File: src/rtl/asrm_regbank_seq.sv
// ASRM register bank (WR/SR/SP/PC + GP registers) with valid/ready commit sequencer.
// Optional macro ASRM_STACK_CHECK_EN enables SP bound checking and the FAULT state.

module asrm_regbank_seq #(
   parameter int                  wordsize    = 16,
   parameter int                  reg_count   = 16,
   parameter int                  idx_w       = $clog2(reg_count),
   parameter logic [wordsize-1:0] stack_base  = '0,
   parameter logic [wordsize-1:0] stack_limit = {wordsize{1'b1}}
) (
   input  logic                clk,
   input  logic                reset,
   input  logic                op_valid,
   output logic                op_ready,
   input  logic [2:0]          op,
   input  logic [idx_w-1:0]    wr_index,
   input  logic [wordsize-1:0] wr_data,
   input  logic                stall,
   input  logic                resume,
   input  logic [idx_w-1:0]    rd_index,
   output logic [wordsize-1:0] rd_data,
   output logic [wordsize-1:0] wr_q,
   output logic [wordsize-1:0] sr_q,
   output logic [wordsize-1:0] sp_q,
   output logic [wordsize-1:0] pc_q,
   output logic                quit,
   output logic [1:0]          fault
);

   // state    | meaning
   // ST_RUN   | commits accepted when not stalled
   // ST_HALT  | QUIT seen; quit=1, waits for resume
   // ST_FAULT | stack bound violated; waits for resume, which clears fault
   localparam logic [1:0] ST_RUN   = 2'd0;
   localparam logic [1:0] ST_HALT  = 2'd1;
   localparam logic [1:0] ST_FAULT = 2'd2;

   localparam logic [2:0] OP_WRITE = 3'd1;
   localparam logic [2:0] OP_PUSH  = 3'd2;
   localparam logic [2:0] OP_POP   = 3'd3;
   localparam logic [2:0] OP_CALL  = 3'd4;
   localparam logic [2:0] OP_RET   = 3'd5;
   localparam logic [2:0] OP_QUIT  = 3'd6;

   localparam int NB   = wordsize / 8;
   localparam int INC4 = (NB < 4) ? NB : 4;
   localparam int INC2 = (NB < 2) ? NB : 2;

   localparam logic [idx_w-1:0] IDX_WR = idx_w'(0);
   localparam logic [idx_w-1:0] IDX_SR = idx_w'(1);
   localparam logic [idx_w-1:0] IDX_SP = idx_w'(2);
   localparam logic [idx_w-1:0] IDX_PC = idx_w'(3);

   if (!(wordsize == 8 || wordsize == 16 || wordsize == 32 || wordsize == 64)) begin : g_bad_wordsize
      $error("asrm_regbank_seq: wordsize must be 8, 16, 32 or 64");
   end
   if (reg_count < 8 || (reg_count & (reg_count - 1)) != 0) begin : g_bad_reg_count
      $error("asrm_regbank_seq: reg_count must be a power of two >= 8");
   end
   if (stack_limit < stack_base) begin : g_bad_stack
      $error("asrm_regbank_seq: stack_limit below stack_base");
   end

   logic [wordsize-1:0] regs_q [reg_count];
   logic [wordsize-1:0] regs_d [reg_count];
   logic [1:0]          state_q, state_d;

   logic                accept;
   logic                sp_up, sp_dn, sp_move, data_we;
   logic [wordsize-1:0] inc_data, inc_sel, sp_next;
   logic                stk_fault;

   assign op_ready = (state_q == ST_RUN) && !stall && !reset;
   assign accept   = op_valid && op_ready;

   assign sp_up   = (op == OP_PUSH) || (op == OP_CALL);
   assign sp_dn   = (op == OP_POP)  || (op == OP_RET);
   assign sp_move = sp_up || sp_dn;
   assign data_we = (op == OP_WRITE) || (op == OP_POP) || (op == OP_CALL) || (op == OP_RET);

   // SR[2:1] selects the data stack granule, capped at the word size
   always_comb begin
      inc_data = wordsize'(NB);
      case (regs_q[IDX_SR][2:1])
         2'b00:   inc_data = wordsize'(NB);
         2'b01:   inc_data = wordsize'(INC4);
         2'b10:   inc_data = wordsize'(INC2);
         default: inc_data = wordsize'(1);
      endcase
   end

   assign inc_sel = ((op == OP_PUSH) || (op == OP_POP)) ? inc_data : wordsize'(NB);
   assign sp_next = sp_up ? (regs_q[IDX_SP] + inc_sel) : (regs_q[IDX_SP] - inc_sel);

`ifdef ASRM_STACK_CHECK_EN
   logic [wordsize:0] sp_sum, sp_floor;
   logic              ovf, unf;
   logic [1:0]        fault_q, fault_d;

   // one extra bit so the bound compare never aliases through wrap-around
   assign sp_sum    = {1'b0, regs_q[IDX_SP]} + {1'b0, inc_sel};
   assign sp_floor  = {1'b0, stack_base} + {1'b0, inc_sel};
   assign ovf       = sp_up && (sp_sum > {1'b0, stack_limit});
   assign unf       = sp_dn && ({1'b0, regs_q[IDX_SP]} < sp_floor);
   assign stk_fault = ovf || unf;
   assign fault     = fault_q;
`else
   assign stk_fault = 1'b0;
   assign fault     = 2'b00;
`endif

   always_comb begin
      regs_d  = regs_q;
      state_d = state_q;
`ifdef ASRM_STACK_CHECK_EN
      fault_d = fault_q;
`endif
      case (state_q)
         ST_HALT: begin
            if (resume) state_d = ST_RUN;
         end
         ST_FAULT: begin
            if (resume) begin
               state_d = ST_RUN;
`ifdef ASRM_STACK_CHECK_EN
               fault_d = 2'b00;
`endif
            end
         end
         default: begin
            if (accept && stk_fault) begin
               state_d = ST_FAULT;
`ifdef ASRM_STACK_CHECK_EN
               fault_d = fault_q | {unf, ovf};
`endif
            end else if (accept) begin
               // SP arithmetic owns index SP; a same-cycle data write there is dropped
               if (data_we && !(sp_move && wr_index == IDX_SP)) regs_d[wr_index] = wr_data;
               if (sp_move) regs_d[IDX_SP] = sp_next;
               if (!(data_we && wr_index == IDX_PC))
                  regs_d[IDX_PC] = regs_q[IDX_PC] + wordsize'(1);
               if (op == OP_QUIT) state_d = ST_HALT;
            end
         end
      endcase
   end

   always_ff @(posedge clk) begin
      if (reset) begin
         for (int i = 0; i < reg_count; i++)
            regs_q[i] <= (i == 2) ? stack_base : '0;
         state_q <= ST_RUN;
`ifdef ASRM_STACK_CHECK_EN
         fault_q <= 2'b00;
`endif
      end else begin
         regs_q  <= regs_d;
         state_q <= state_d;
`ifdef ASRM_STACK_CHECK_EN
         fault_q <= fault_d;
`endif
      end
   end

   assign rd_data = regs_q[rd_index];
   assign wr_q    = regs_q[IDX_WR];
   assign sr_q    = regs_q[IDX_SR];
   assign sp_q    = regs_q[IDX_SP];
   assign pc_q    = regs_q[IDX_PC];
   assign quit    = (state_q == ST_HALT);

endmodule

File: config.mk
export PLATFORM = sky130hd
export DESIGN_NAME = asrm_regbank_seq
export DESIGN_NICKNAME = d
export VERILOG_FILES = /design/src/rtl/asrm_regbank_seq.sv
export SDC_FILE = /design/constraint.sdc
export NUM_CORES = 1
export LEC_CHECK = 0
export ABC_AREA = 1
export BUFFER_PORTS_ARGS = -buffer_cell sky130_fd_sc_hd__buf_2
export CAP_MARGIN = 20
export CORE_ASPECT_RATIO = 1.4
export CORE_MARGIN = 2
export CORE_UTILIZATION = 60
export DETAILED_ROUTE_END_ITERATION = 10
export PLACE_DENSITY = 0.87
export SKIP_LAST_GASP = 1
export SYNTH_ARGS = -nofsm -noshare
export SYNTH_HDL_FRONTEND = slang
export SYNTH_SLANG_ARGS = --single-unit
File: constraint.sdc
create_clock -name clk -period 2.87 [get_ports clk]
set_input_delay 0.287 -clock clk [delete_from_list [all_inputs] [get_ports clk]]
set_output_delay 0.287 -clock clk [all_outputs]
set_load 0.02 [all_outputs]
==> results of run 1 <==
## layout make-up
cell class / instances / area, um^2 / area share, %
clock inverters: 13 / 205 / 1.40
inverters: 136 / 523 / 3.57
clock buffers: 32 / 702 / 4.79
flip-flops and latches: 257 / 5140 / 35.1
multi-input cells: 1323 / 6850 / 46.7
well taps: 301 / 377 / 2.57
repair buffers: 143 / 852 / 5.82
## sequential cells by signal, summed over array words and instances, names as in the netlist
register,cells
sp_q,16
sr_q,16
pc_q,16
wr_q,16
regs_q,192
state_q,1
## worst min path at each step
stage | startpoint | slack [ns] | endpoint
floorplan | resume | 0.40 | state_q[0]
global placement | regs_q[10] | 0.44 | regs_q[10]
detailed placement | regs_q[2] | 0.45 | regs_q[2]
CTS | op[0] | 0.03 | state_q[0]
global route | op[0] | 0.06 | state_q[0]
finish | op[0] | 0.05 | state_q[0]
## cell usage in the layout (no fill, tap or decap), types with 3 or more instances in the layout
cell | synthesis | final
nand2_1 | 483 | 483
nor3_4 | 4 | 4
o21ai_1 | 24 | 24
o211ai_1 | 75 | 75
inv_1 | 120 | 119
nand3_2 | 3 | 3
a21oi_1 | 300 | 300
dfxtp_1 | 257 | 257
xor2_1 | 10 | 10
a31oi_1 | 5 | 5
nor2_1 | 91 | 91
nor2_2 | 4 | 4
nor3_1 | 5 | 5
mux2i_1 | 64 | 64
clkinv_2 | 2 | 5
clkbuf_8 | 0 | 5
ha_1 | 16 | 16
nand4_1 | 5 | 5
bufinv_16 | 0 | 5
clkbuf_16 | 0 | 25
inv_2 | 9 | 10
buf_4 | 80 | 26
nand3_1 | 43 | 43
inv_4 | 4 | 4
buf_12 | 1 | 4
clkinvlp_4 | 0 | 3
buf_2 | 31 | 111
o21ai_0 | 162 | 162
nand3_4 | 6 | 6
## logic make-up (layout without fill, tap and decap cells)
kind of cell / count (synthesis) / in the layout / synth area share (%)
compound gates: 569 / 569 / 22.4
xor+xnor: 10 / 10 / 0.642
fa+ha+maj: 17 / 17 / 1.61
buf+inv: 330 / 324 / 12.1
flops: 257 / 257 / 37.7
mux: 64 / 64 / 4.70
other cells: 1 / 2 / 0.0275
simple gates: 661 / 661 / 20.8
## critical path, delay by kind of cell, from the launching register on
kind | cells | cell delay (ns)
buffers and inverters | 1 | 0.41
flip-flops | 1 | 0.35
AND/OR/NAND/NOR | 5 | 1.44
AO/OA/AOI/OAI | 1 | 0.16
## per-stage QoR
stage / instance area (um^2) / setup slack, ns / utilization (%) / hold slack, ns
floorplan: 13600 / 0.707 / - / 0.398
global placement: 13700 / 0.358 / 61.2 / 0.440
detailed placement: 13700 / 0.301 / 61.2 / 0.445
CTS: 14700 / 0.493 / 65.3 / 0.0338
global route: 14700 / 0.243 / 65.3 / 0.0624
finish: 14700 / 0.424 / 65.3 / 0.0454
## repair_timing
action                    in CTS  in global routing
hold buffers                   1                  0
hold endpoints to repair       1                  0
gates resized for setup        0                  0
## routing by layer
layer	vias to the layer above	routed length, um	global-route usage (%)
met5	-	0	0
met4	0	2280	18.8
met3	160	4410	7.25
met2	807	20600	59.8
met1	6185	15200	39.6
li1	6240	-	-
## where the power goes
| group | internal, mW | leakage [nW] | switching (mW) |
|---|---|---|---|
| Combinational | 0.248 | 3.25 | 0.637 |
| Sequential | 3.59 | 2.07 | 0.0310 |
| Clock | 2.18 | 0.438 | 1.43 |
| Total | 6.02 | 5.76 | 2.10 |
==> flow_summary.toml, run 1 <==
[outcome]
status = "finished clean"

[yosys]
synthCells = 1909
yosysTopAreaCellShare_pct = 37.7
synth.most_common_cell = "nand2_1"
yosys-top-cells-area = "dfxtp_1 (38%), nand2_1 (13%), a21oi_1 (11%), o21ai_0 (5.9%), mux2i_1 (4.7%)"
syn-cell-area_um2 = 13600
synth_ff_type = "dfxtp_1"
yosysSeqAreaShare_pct = 37.7
synth_top_area_cell = "dfxtp_1"
synth_seq_cells = 257
synthArstFlopShare_pct = 0
synth_edf_count = 0
synth_warnings = 0
yosys-top-cells-count = "nand2_1 (483), a21oi_1 (300), dfxtp_1 (257)"
synth.avg_cell_area_um2 = 7.14
synthDistinctLibCells = 45

[die]
fp.dieH_um = 182
rows = 65
die_w_um = 131
initial_core_util_pct = 60.7
ios = 116
core_um2 = 22400
dieArea_um2 = 24000

[worst_hold_path]
hold_depth = 2
hp-class = "in2reg"

[clock_network]
ctsLongestPathBuffers = 3
clk_latency_ns = 0.52
clkTransAtPathRegs_ns = 0.07
cts_made_buffers = 25
post-cts-setup-buffers = 0
cts_tree = "yes"
clock-sinks = 257
clock-root-buffer = "clkbuf_16"
cts_htree_levels = 1

[sta]
period_share_pct = 85.2
rsz0062_at_grt = "false"
period_minus_slack_ns = 2.45
worst_pin_slew_ns = 0.790
finalSetupViolCount = 0
skew_ns = 0.00632
setup_tns_ns = 0
hold_viol_final = 0
slew_viol_final = 0
slew_headroom_pct = 47.3
fmaxAchievable_mhz = 409

[setup_path]
cpMostUsedCell = "nor3_4"
crit_start = "state_q[0]"
cp.required_ns = 3.32
crit_slowest_cell = "nor3_4"
crit_path_end_kind = "flip-flop"
cp-start-kind = "flip-flop"
r2r-end = "regs_q[123]"
cp_cell_sequence = "nor3_4 -> nand2_2 -> inv_2 -> nand3_4 -> nor3_4 -> nand2_1 -> a21oi_1"
crit_arrival_ns = 2.89
ff2ff_setup_slack_ns = 0.42
crit_end = "regs_q[123]"
reg2reg_from = "state_q[0]"
reg2regPathDepth = 7
cp_max_fo = 21
worstSetupPathType = "reg2reg"
max_stage_delay_ns = 0.58

[layout]
drive_gt1_share_pct = 12.2
n_fill_cell = 1939
finalNetCount = 1935
instances_no_fill = 2205
synthToLayoutAreaGrowth_pct = 7.44
n_antenna_cell = 0

[drt]
ant_nets = 0
drc = 0
dr.first_iter.drc_count = 1403
post_drt_via_cell_ratio = 6.07
drt_wl_total_mm = 42.5
vias = 13400
drtPass1Iterations = 6
wl_per_cell_um = 19.3

[placed_design]
port_buffers = 113
dpl.cell_count = 2159
place_congestion = 0.961
hpwl_mm = 28.3

[global_route]
antenna_found_initial = 0
overflow = 0
grt_pass1_vias = 12900
grt_pass1_wl_mm = 66.7
grt_use_total_pct = 34.5
grt_max_degree = 171

[pwr]
power_density_nw_per_um2 = 554
p_total_mw = 8.12
p_leak_nw = 5.76
ir_drop_v = 0.000514

[flow_run]
drv_cap = 0
No activity file was read; power rests on OpenSTA's default activity.
==> run 2: changes to the inputs <==
--- a/config.mk
+++ b/config.mk
@@ -6,12 +6,13 @@
 export NUM_CORES = 1
 export LEC_CHECK = 0
 export ABC_AREA = 1
-export BUFFER_PORTS_ARGS = -buffer_cell sky130_fd_sc_hd__buf_2
 export CAP_MARGIN = 20
 export CORE_ASPECT_RATIO = 1.4
 export CORE_MARGIN = 2
-export CORE_UTILIZATION = 60
+export CORE_UTILIZATION = 64
 export DETAILED_ROUTE_END_ITERATION = 10
+export DONT_BUFFER_PORTS = 1
+export GPL_TIMING_DRIVEN = 0
 export PLACE_DENSITY = 0.87
 export SKIP_LAST_GASP = 1
 export SYNTH_ARGS = -nofsm -noshare
==> run 2 against run 1 <==
Compared with the run above: the flow now finishes with violations (hold timing); critical path depth shrank 1; maximum frequency is 8.0% lower; wire length grew 21%; worst hold slack got worse by 0.063 ns; cell count up 1.5%; worst setup slack worse by 0.21 ns; sequential share of layout area decreased by 0.71 points; design area rose by 2.1%; critical path type is now in2out.
==> flow_summary.toml, run 2 (synthesis gave the netlist of run 1 again) <==
[layout]
largest_reg_flops = 192
finalNetCount = 2005
final_area_um2 = 15000
final_cell_mix = "nand2_1 (483), a21oi_1 (300), dfxtp_1 (257)"
largest_register = "regs_q"
layout_commonest_cell = "nand2_1"
synthToLayoutAreaGrowth_pct = 9.65
drive_gt1_share_pct = 10.4

[flow_run]
drv_cap = 0

[pwr]
power_density_nw_per_um2 = 523
ir_drop_v = 0.000501
p_total_mw = 7.82
p_leak_nw = 5.73

[placed_design]
place_congestion = 1.07
hpwl_mm = 36.5
port_buffers = 0
placed_area_um2 = 14000

[sta]
slew_headroom_pct = 44.6
finalSetupViolCount = 0
period_minus_slack_ns = 2.66
timing.hold.ws_ns = -0.0175
worst_pin_slew_ns = 0.823
hold_viol_final = 4
fmaxAchievable_mhz = 376
slew_viol_final = 0
setup_tns_ns = 0
period_share_pct = 92.6
skew_ns = 0.00795
rsz0062_at_grt = "false"

[clock_network]
clkTransAtPathRegs_ns = 0.07
cts_tree = "yes"
clk_latency_ns = 0.54
clock-root-buffer = "clkbuf_16"
ctsLongestPathBuffers = 3
cts_htree_levels = 1
clock-sinks = 257
cts_made_buffers = 25
post-cts-setup-buffers = 0

[outcome]
violations = "hold timing"
status = "finished with violations"

[setup_path]
ff2ff_setup_slack_ns = 0.49
cp.required_ns = 2.58
cp_top_family = "compound AO/OA/AOI/OAI gates"
crit_slowest_cell = "clkbuf_1"
cp_max_fo = 10
crit_path_end_kind = "output port"
cp-start-kind = "input pin"
max_stage_delay_ns = 0.47
crit_arrival_ns = 2.37
cp_cell_sequence = "clkbuf_1 -> clkbuf_1 -> o21ai_0 -> a21oi_1 -> o211ai_1 -> nand2_1"
worstSetupPathType = "in2out"
crit_buf_inv = 2
cpMostUsedCell = "clkbuf_1"

[die]
initial_core_util_pct = 64.8
rows = 63
dieArea_um2 = 22500
fp.dieH_um = 177
die_w_um = 127
ios = 116
core_um2 = 21000

[worst_hold_path]
hp-class = "in2reg"

[global_route]
overflow = 0
grt_pass1_vias = 13300
grt_max_degree = 16
grt_pass1_wl_mm = 77.0
antenna_found_initial = 6
grt_use_total_pct = 45.1

[drt]
post_drt_via_cell_ratio = 6.33
wl_per_cell_um = 22.9
drc = 0
drtPass1Iterations = 6
ant_nets = 0
dr.first_iter.drc_count = 1788
drt_wl_total_mm = 51.3
vias = 14200
==> run 2: cell count changes in the layout (fill, tap and decap cells not counted), moves of 6 or more <==
cell,change
dlygate4sd3_1,+18
diode_2,+10
clkbuf_1,+68
buf_2,-80
buf_1,+6
buf_4,+54
==> run 2: cell type report <==
| type | instances | area, um^2 |
|---|---|---|
| flip-flops and latches | 257 | 5140 |
| repair buffers | 19 | 190 |
| plain buffers | 194 | 1120 |
| well taps | 260 | 325 |
| inverters | 136 | 523 |
| fillers | 1709 | 6090 |
| diodes | 10 | 25.0 |
| clock buffers | 31 | 688 |
| clock inverters | 9 | 83.8 |
| multi-input cells | 1323 | 6850 |
==> run 2: power by group <==
| group | internal (mW) | leakage, nW | switching (mW) |
|---|---|---|---|
| logic | 0.253 | 3.28 | 0.720 |
| clock network | 1.78 | 0.376 | 1.44 |
| registers | 3.59 | 2.07 | 0.0308 |
| total | 5.63 | 5.73 | 2.19 |
==> run 2: metal layers <==
metal	routed length [um]	global-route usage [%]
met1	16600	50.7
met3	6590	12.3
met5	0	0.679
met2	22100	70.3
met4	5980	39.0
==> run 2: path summary, 6_finish.rpt <==
kind,cells after the start,startpoint,to
worst max-delay path,6,rd_index[1],rd_data[13]
worst min-delay path,2,wr_data[4],pc_q[4]
worst max register to register,11,sr_q[1],sp_q[8]
worst min register to register,2,regs_q[173],regs_q[173]
==> run 2: what timing repair did <==
item	in CTS	in global routing
gates resized for setup	0	0
setup endpoints to repair	0	0
hold buffers	19	0
endpoints found under the hold margin	81	0
==> run 2: metrics by stage <==
stage | hold WS, ns | std cells | worst slack [ns] | util [%]
floorplan | 0.398 | 1910 | 0.707 | -
detailed placement | 0.406 | 2170 | 0.155 | 66.4
CTS | 0.00107 | 2229 | 0.422 | 70.9
finish | -0.0175 | 2239 | 0.211 | 71.0
global placement | 0.402 | 2170 | 0.189 | 66.4
global route | 0.00696 | 2238 | 0.201 | 71.0
